**config.mk**
```make
export PLATFORM = sky130hd
export DESIGN_NAME = neander_core
export DESIGN_NICKNAME = d
export VERILOG_FILES = /design/src/rtl/neander_pkg.sv /design/src/rtl/neander_alu.sv /design/src/rtl/neander_core.sv
export SDC_FILE = /design/constraint.sdc
export NUM_CORES = 1
export LEC_CHECK = 0
export ABC_AREA = 1
export CAP_MARGIN = 10
export CORE_MARGIN = 10
export CORE_UTILIZATION = 48
export CTS_CLUSTER_SIZE = 8
export DETAILED_ROUTE_END_ITERATION = 16
export PLACE_DENSITY = 0.77
export SYNTH_ARGS = -nofsm -noshare
export SYNTH_HDL_FRONTEND = slang
export SYNTH_SLANG_ARGS = --single-unit
```
**constraint.sdc**
```tcl
create_clock -name clk -period 1.78 [get_ports clk]
set_input_delay 0.267 -clock clk [delete_from_list [all_inputs] [get_ports clk]]
set_output_delay 0.267 -clock clk [all_outputs]
set_load 0.01 [all_outputs]
```
**src/rtl/neander_pkg.sv**
```systemverilog
`default_nettype none
// ============================================================================
//  Module      : neander_pkg
//  Description : Shared opcodes, FSM state encoding, ALU operation enum and
//                decode helpers for the neander_core accumulator processor.
//                Build option: NEANDER_SUB_EN enables opcode 0x7 (SUB a).
//  Revision    : 1.0 - initial release
// ============================================================================
package neander_pkg;

    // Opcode field values (top four bits of an instruction word)
    localparam logic [3:0] OP_NOP = 4'h0;
    localparam logic [3:0] OP_STA = 4'h1;
    localparam logic [3:0] OP_LDA = 4'h2;
    localparam logic [3:0] OP_ADD = 4'h3;
    localparam logic [3:0] OP_OR  = 4'h4;
    localparam logic [3:0] OP_AND = 4'h5;
    localparam logic [3:0] OP_NOT = 4'h6;
    localparam logic [3:0] OP_SUB = 4'h7;
    localparam logic [3:0] OP_JMP = 4'h8;
    localparam logic [3:0] OP_JN  = 4'h9;
    localparam logic [3:0] OP_JZ  = 4'hA;
    localparam logic [3:0] OP_HLT = 4'hF;

    // Controller states; the numeric values are visible on state_o
    typedef enum logic [2:0] {
        ST_IDLE   = 3'd0,
        ST_FETCH  = 3'd1,
        ST_DECODE = 3'd2,
        ST_OPND   = 3'd3,
        ST_EXEC   = 3'd4
    } state_e;

    // ALU operations
    typedef enum logic [2:0] {
        ALU_PASS = 3'd0,
        ALU_ADD  = 3'd1,
        ALU_OR   = 3'd2,
        ALU_AND  = 3'd3,
        ALU_NOT  = 3'd4,
        ALU_SUB  = 3'd5
    } alu_op_e;

    // Two-word instructions that change the PC in OPND
    function automatic logic is_jump(input logic [3:0] opc);
        return (opc == OP_JMP) || (opc == OP_JN) || (opc == OP_JZ);
    endfunction

    // Two-word instructions that access data memory in EXEC
    function automatic logic is_mem_op(input logic [3:0] opc);
        logic r;
        r = (opc == OP_STA) || (opc == OP_LDA) || (opc == OP_ADD) ||
            (opc == OP_OR)  || (opc == OP_AND);
`ifdef NEANDER_SUB_EN
        r = r || (opc == OP_SUB);
`endif
        return r;
    endfunction

    // ALU operation applied in EXEC for a memory-operand instruction
    function automatic alu_op_e alu_op_for(input logic [3:0] opc);
        alu_op_e r;
        case (opc)
            OP_ADD:  r = ALU_ADD;
            OP_OR:   r = ALU_OR;
            OP_AND:  r = ALU_AND;
`ifdef NEANDER_SUB_EN
            OP_SUB:  r = ALU_SUB;
`endif
            default: r = ALU_PASS;
        endcase
        return r;
    endfunction

endpackage : neander_pkg
`default_nettype wire

```
**src/rtl/neander_alu.sv**
```systemverilog
`default_nettype none
// ============================================================================
//  Module      : neander_alu
//  Description : Combinational accumulator ALU: pass, add, or, and, not and,
//                when NEANDER_SUB_EN is defined, subtract. Arithmetic wraps
//                modulo 2^DATA_W; carries and borrows are discarded.
//  Revision    : 1.0 - initial release
// ============================================================================
module neander_alu
    import neander_pkg::*;
#(
    parameter int DATA_W = 8
) (
    input  alu_op_e             op_i,
    input  logic [DATA_W-1:0]   a_i,
    input  logic [DATA_W-1:0]   b_i,
    output logic [DATA_W-1:0]   y_o
);

    // Result select; a is the accumulator, b the memory operand
    always_comb begin
        y_o = b_i;
        case (op_i)
            ALU_PASS: y_o = b_i;
            ALU_ADD:  y_o = a_i + b_i;
            ALU_OR:   y_o = a_i | b_i;
            ALU_AND:  y_o = a_i & b_i;
            ALU_NOT:  y_o = ~a_i;
`ifdef NEANDER_SUB_EN
            ALU_SUB:  y_o = a_i - b_i;
`endif
            default:  y_o = b_i;
        endcase
    end

endmodule : neander_alu
`default_nettype wire

```
**src/rtl/neander_core.sv**
```systemverilog
`default_nettype none
// ============================================================================
//  Module      : neander_core
//  Description : Neander-class accumulator processor running from an external
//                single-port memory with same-cycle reads. Holds the FSM, PC,
//                REM, IR, AC and N/Z flags; arithmetic lives in neander_alu.
//                Build option: NEANDER_SUB_EN adds opcode 0x7 (SUB a).
//  Revision    : 1.0 - initial release
// ============================================================================
module neander_core
    import neander_pkg::*;
#(
    parameter int DATA_W = 8,
    parameter int ADDR_W = 8
) (
    input  logic              clk,
    input  logic              rst,
    input  logic              start,
    output logic              halted,
    output logic [ADDR_W-1:0] mem_addr,
    input  logic [DATA_W-1:0] mem_rdata,
    output logic [DATA_W-1:0] mem_wdata,
    output logic              mem_we,
    output logic [DATA_W-1:0] ac_o,
    output logic [ADDR_W-1:0] pc_o,
    output logic [1:0]        flags_o,
    output logic [2:0]        state_o
);

    state_e              state_q, state_d;
    logic [ADDR_W-1:0]   pc_q,    pc_d;
    logic [ADDR_W-1:0]   rem_q,   rem_d;
    logic [3:0]          ir_q,    ir_d;
    logic [DATA_W-1:0]   ac_q,    ac_d;
    logic                n_q,     n_d;
    logic                z_q,     z_d;

    logic                ac_wr;
    alu_op_e             alu_op;
    logic [DATA_W-1:0]   alu_y;
    logic [ADDR_W-1:0]   operand;
    logic [ADDR_W-1:0]   pc_inc;
    logic                jump_taken;

    assign operand = mem_rdata[ADDR_W-1:0];
    assign pc_inc  = pc_q + ADDR_W'(1);

    neander_alu #(
        .DATA_W (DATA_W)
    ) u_alu (
        .op_i (alu_op),
        .a_i  (ac_q),
        .b_i  (mem_rdata),
        .y_o  (alu_y)
    );

    // Branch condition for the jump currently held in IR
    always_comb begin
        jump_taken = 1'b0;
        case (ir_q)
            OP_JMP:  jump_taken = 1'b1;
            OP_JN:   jump_taken = n_q;
            OP_JZ:   jump_taken = z_q;
            default: jump_taken = 1'b0;
        endcase
    end

    // Next-state, register updates and memory interface control
    always_comb begin
        state_d  = state_q;
        pc_d     = pc_q;
        rem_d    = rem_q;
        ir_d     = ir_q;
        ac_wr    = 1'b0;
        alu_op   = ALU_PASS;
        mem_addr = pc_q;
        mem_we   = 1'b0;
        case (state_q)
            ST_IDLE: begin
                if (start) state_d = ST_FETCH;
            end
            ST_FETCH: begin
                ir_d    = mem_rdata[DATA_W-1 -: 4];
                pc_d    = pc_inc;
                state_d = ST_DECODE;
            end
            ST_DECODE: begin
                if (ir_q == OP_NOP) begin
                    state_d = ST_FETCH;
                end else if (ir_q == OP_NOT) begin
                    alu_op  = ALU_NOT;
                    ac_wr   = 1'b1;
                    state_d = ST_FETCH;
                end else if (is_jump(ir_q) || is_mem_op(ir_q)) begin
                    state_d = ST_OPND;
                end else begin
                    // HLT and every undefined opcode stop here
                    state_d = ST_IDLE;
                end
            end
            ST_OPND: begin
                state_d = ST_FETCH;
                if (is_jump(ir_q)) begin
                    pc_d = jump_taken ? operand : pc_inc;
                end else begin
                    rem_d   = operand;
                    pc_d    = pc_inc;
                    state_d = ST_EXEC;
                end
            end
            ST_EXEC: begin
                mem_addr = rem_q;
                if (ir_q == OP_STA) begin
                    mem_we = 1'b1;
                end else begin
                    alu_op = alu_op_for(ir_q);
                    ac_wr  = 1'b1;
                end
                state_d = ST_FETCH;
            end
            default: state_d = ST_IDLE;
        endcase
    end

    // Accumulator and flags change together, only on an AC write
    always_comb begin
        ac_d = ac_q;
        n_d  = n_q;
        z_d  = z_q;
        if (ac_wr) begin
            ac_d = alu_y;
            n_d  = alu_y[DATA_W-1];
            z_d  = (alu_y == '0);
        end
    end

    // Architectural state registers; reset abandons any partial instruction
    always_ff @(posedge clk or negedge rst) begin
        if (!rst) begin
            state_q <= ST_IDLE;
            pc_q    <= '0;
            rem_q   <= '0;
            ir_q    <= '0;
            ac_q    <= '0;
            n_q     <= 1'b0;
            z_q     <= 1'b1;
        end else begin
            state_q <= state_d;
            pc_q    <= pc_d;
            rem_q   <= rem_d;
            ir_q    <= ir_d;
            ac_q    <= ac_d;
            n_q     <= n_d;
            z_q     <= z_d;
        end
    end

    assign halted    = (state_q == ST_IDLE);
    assign mem_wdata = ac_q;
    assign ac_o      = ac_q;
    assign pc_o      = pc_q;
    assign flags_o   = {n_q, z_q};
    assign state_o   = state_q;

endmodule : neander_core
`default_nettype wire

```
==> impl_metrics.csv <==
group,metric,value,unit
detailed_routing,drcViolationCount,0,
floorplan,dieHeight,95.0,µm
floorplan,die-area,0.00903,mm²
final_layout,nets,527,
clock_network,htree_num_levels,2,
detailed_routing,drt_wl_total,9.43,mm
detailed_routing,viasPerCell,5.34,
clock_network,clock_latency,0.29,ns
critical_path,cp.required,1.51,ns
grt,grt_pass1_vias,2778,
critical_path,path_class,"reg2out",
timing,fin_crit_sh,106,%
synth,yosys.area.top_type,"dfrtp_1",
power,peakVddDrop,990,µV
clock_network,clkTransAtPathRegs,0.07,ns
run_status,violations,"negative setup slack",
critical_path,timing.rr.end,"z_q",
clock_network,cts_buffer_depth,2,
detailed_routing,vias,3045,
critical_path,r2r_slack,-0.09,ns
critical_path,reg2reg_from,"ac_o[0]",
synth,synth.most_common_cell,"nand2_1",
clock_network,cts_made_buffers,5,
place,placed_area,0.00353,mm²
synth,synth_area_leaders,"dfrtp_1, nand2_1, ha_1, inv_1, o21ai_0",
synth,synth.avg_cell_area,6.94,µm²
floorplan,initial_core_util,49.4,%
synth,synth_seq_area_share,29.7,%
clock_network,cts_tree,"built",
power,p_leak,0.00209,µW
critical_path,crit_buf_inv,5,
timing,fmax,0.529,GHz
timing,worstMarginPinSlew,0.443,ns
floorplan,core.rowCount,27,
grt,grt_max_degree,33,
place,port_buffers,49,
critical_path,path_cells,"inv_2 > nand2_4 > nor2_4 > buf_12 > buf_6 > buf_6 > nand2_2 > o21ai_2 > buf_2",
grt,antenna_found_initial,0,
synth,syn-num-nets,418,
run_status,status,"complete, but fails checks",
floorplan,pin_count,50,
critical_path,crit_path_max_fanout,5,
synth,synth_flop_cell,"dfrtp_1",
final_layout,num_antenna_cells,0,
final_layout,final_area,0.00404,mm²
place,place_hpwl,6.24,mm
critical_path,reg2regPathDepth,11,
critical_path,cp_slowest_cell,"dfrtp_1",
synth,ys_warn_count,0,
place,place_congestion,0.972,
synth,synth_cell_types,33,
timing,final-max-slew-violation-count,0,
floorplan,core_area,0.00547,mm²
critical_path,crit_start,"state_o[0]",
grt,track_usage,18.9,%
detailed_routing,wl_per_cell,16.5,µm
critical_path,crit_family,"buffers and inverters",
synth,postSynthCellCount,389,
timing,hold-worst-slack,0.393,ns
critical_path,critPathLaunchType,"flip-flop",
final_layout,drive_gt1_share,32.1,%
timing,hold_viol,0,
min_path,hp-class,"in2async",
critical_path,crit_path_end_kind,"output pin",
critical_path,cpMostUsedCell,"buf_6",
critical_path,crit_arrival,1.62,ns
clock_network,holdBufCountCts,0,
grt,gr-total-overflow,0,
synth,async_flop_share,100,%
synth,synth_area,0.00270,mm²
synth,synth_edf_count,0,
run,maxCapViolCount,0,
timing,rsz0062_at_grt,"yes",
detailed_routing,dr.pass1.iters,5,
clock_network,cts.root.buffer_cell,"clkbuf_8",
synth,yosys_register_bits,32,
place,pre_cts_ws,-0.561,ns
timing,period_needed,1.89,ns
clock_network,clock-sinks,32,
synth,synth_common_cells,"nand2_1, inv_1, dfrtp_1, o21ai_0, nor2_1",
detailed_routing,drt_first_iter_violations,247,
final_layout,fill_cells,395,
timing,setup_ws,-0.111,ns
grt,grt_pass1_wl,13.6,mm
critical_path,cpPeakStageDelay,0.39,ns
synth,synth_top_area_share,28.7,%
timing,finalSetupViolCount,11,
power,pwr_density_cell,1610,mW/mm²
timing,slew_headroom,70.4,%
final_layout,areaGrowthSynthToFinish,49.7,%
timing,fin_skew,0.00558,ns
floorplan,die_w,95.0,µm
detailed_routing,antenna_left,0,
what timing repair did:
action                     CTS  global route
setup endpoints to repair   19            26
gates resized for setup     60            62
cloned                       1             1
pin swaps                   14            14
hold endpoints to repair     0             0
buffers inserted             5            19
final cells by class:
| class | instances | area (µm²) | share of cell area [%] |
|---|---|---|---|
| flip-flops and latches | 32 | 805 | 19.9 |
| clock inverters | 1 | 5.00 | 0.124 |
| clock buffers | 6 | 72.6 | 1.79 |
| multi-input cells | 273 | 1710 | 42.3 |
| inverters | 63 | 248 | 6.13 |
| well taps | 72 | 90.1 | 2.23 |
| repair buffers | 123 | 1110 | 27.5 |
cell families (layout without fill, tap and decap cells):
family	after synthesis	count (layout)	synth area share, %
buffers and inverters	84	193	14.8
AOI/OAI and AO/OA	53	53	10.6
adders and majority gates	18	18	8.61
xor gates and xnor gates	7	7	2.27
and+or+nand+nor	195	195	34.0
DFF	32	32	29.7
state kept, by name, summed over array words and instances, names as in the netlist:
signal and flops:
ac_o 8, rem_q 8, pc_o 8, z_q 1, ir_q 4, state_o 3
worst max path at each step:
| stage | cells after the start | to |
|---|---|---|
| 6_report | 9 | mem_addr[0] |
| 5_1_grt | 13 | z_q |
| 4_1_cts | 13 | z_q |
| 3_5_place_dp | 14 | z_q |
| 3_3_place_gp | 14 | z_q |
| 2_1_floorplan | 13 | z_q |
metal layers:
metal	global-route usage [%]	wire [µm]	vias up	part of all wire, %
met4	6.73	246	0	2.6
li1	-	-	1450	-
met1	22.7	3700	1422	39
met2	32.8	4750	145	50
met5	0	0	-	0
met3	3.85	730	28	7.7
report_power, final:
group / switching, µW / leakage (µW) / internal (µW) / total [µW]
combinational: 2370 / 0.00166 / 2140 / 4500
sequential: 350 / 0.000392 / 1080 / 1430
clock: 291 / 0.0000410 / 266 / 558
total: 3010 / 0.00209 / 3480 / 6490
through the flow:
| step | setup TNS [ns] | cells | util (%) | power [µW] |
|---|---|---|---|---|
| floorplan | -0.0124 | 389 | - | 3560 |
| global placement | -3.42 | 540 | 64.5 | 5120 |
| detailed placement | -3.96 | 540 | 64.5 | 5250 |
| CTS | -0.375 | 553 | 68.2 | 5980 |
| global route | -2.17 | 570 | 73.9 | 6960 |
| finish | -0.854 | 570 | 73.9 | 6490 |
cell usage in the layout, fill, tap and decap left out, types with 2 or more instances in the layout:
| cell type | count |
|---|---|
| o211ai_1 | 8 |
| o21ai_2 | 7 |
| buf_2 | 7 |
| inv_1 | 47 |
| nand3_1 | 17 |
| clkdlybuf4s50_1 | 33 |
| nor2_1 | 25 |
| inv_2 | 11 |
| nor3_1 | 6 |
| nand3_2 | 3 |
| inv_4 | 3 |
| nor2_4 | 2 |
| o21ai_0 | 17 |
| nor2_2 | 8 |
| ha_4 | 6 |
| nand2_1 | 92 |
| nand2_2 | 10 |
| ha_1 | 11 |
| clkbuf_8 | 5 |
| xnor2_1 | 2 |
| dfrtp_2 | 2 |
| o21ai_1 | 14 |
| nand2_4 | 8 |
| xor2_1 | 5 |
| buf_12 | 5 |
| nand4_1 | 14 |
| dlygate4sd2_1 | 6 |
| dfrtp_1 | 29 |
| buf_6 | 9 |
| nand3b_1 | 2 |
| buf_4 | 60 |
| a21oi_1 | 5 |
| nor3_2 | 3 |
worst register-to-register path: cells and delay by family (launching register included):
kind,cells,cell delay [ns]
adder cells (fa/ha/maj),2,0.58
flip-flops,1,0.41
AND/OR/NAND/NOR,9,0.84
Power figures use the tool's default switching activity.
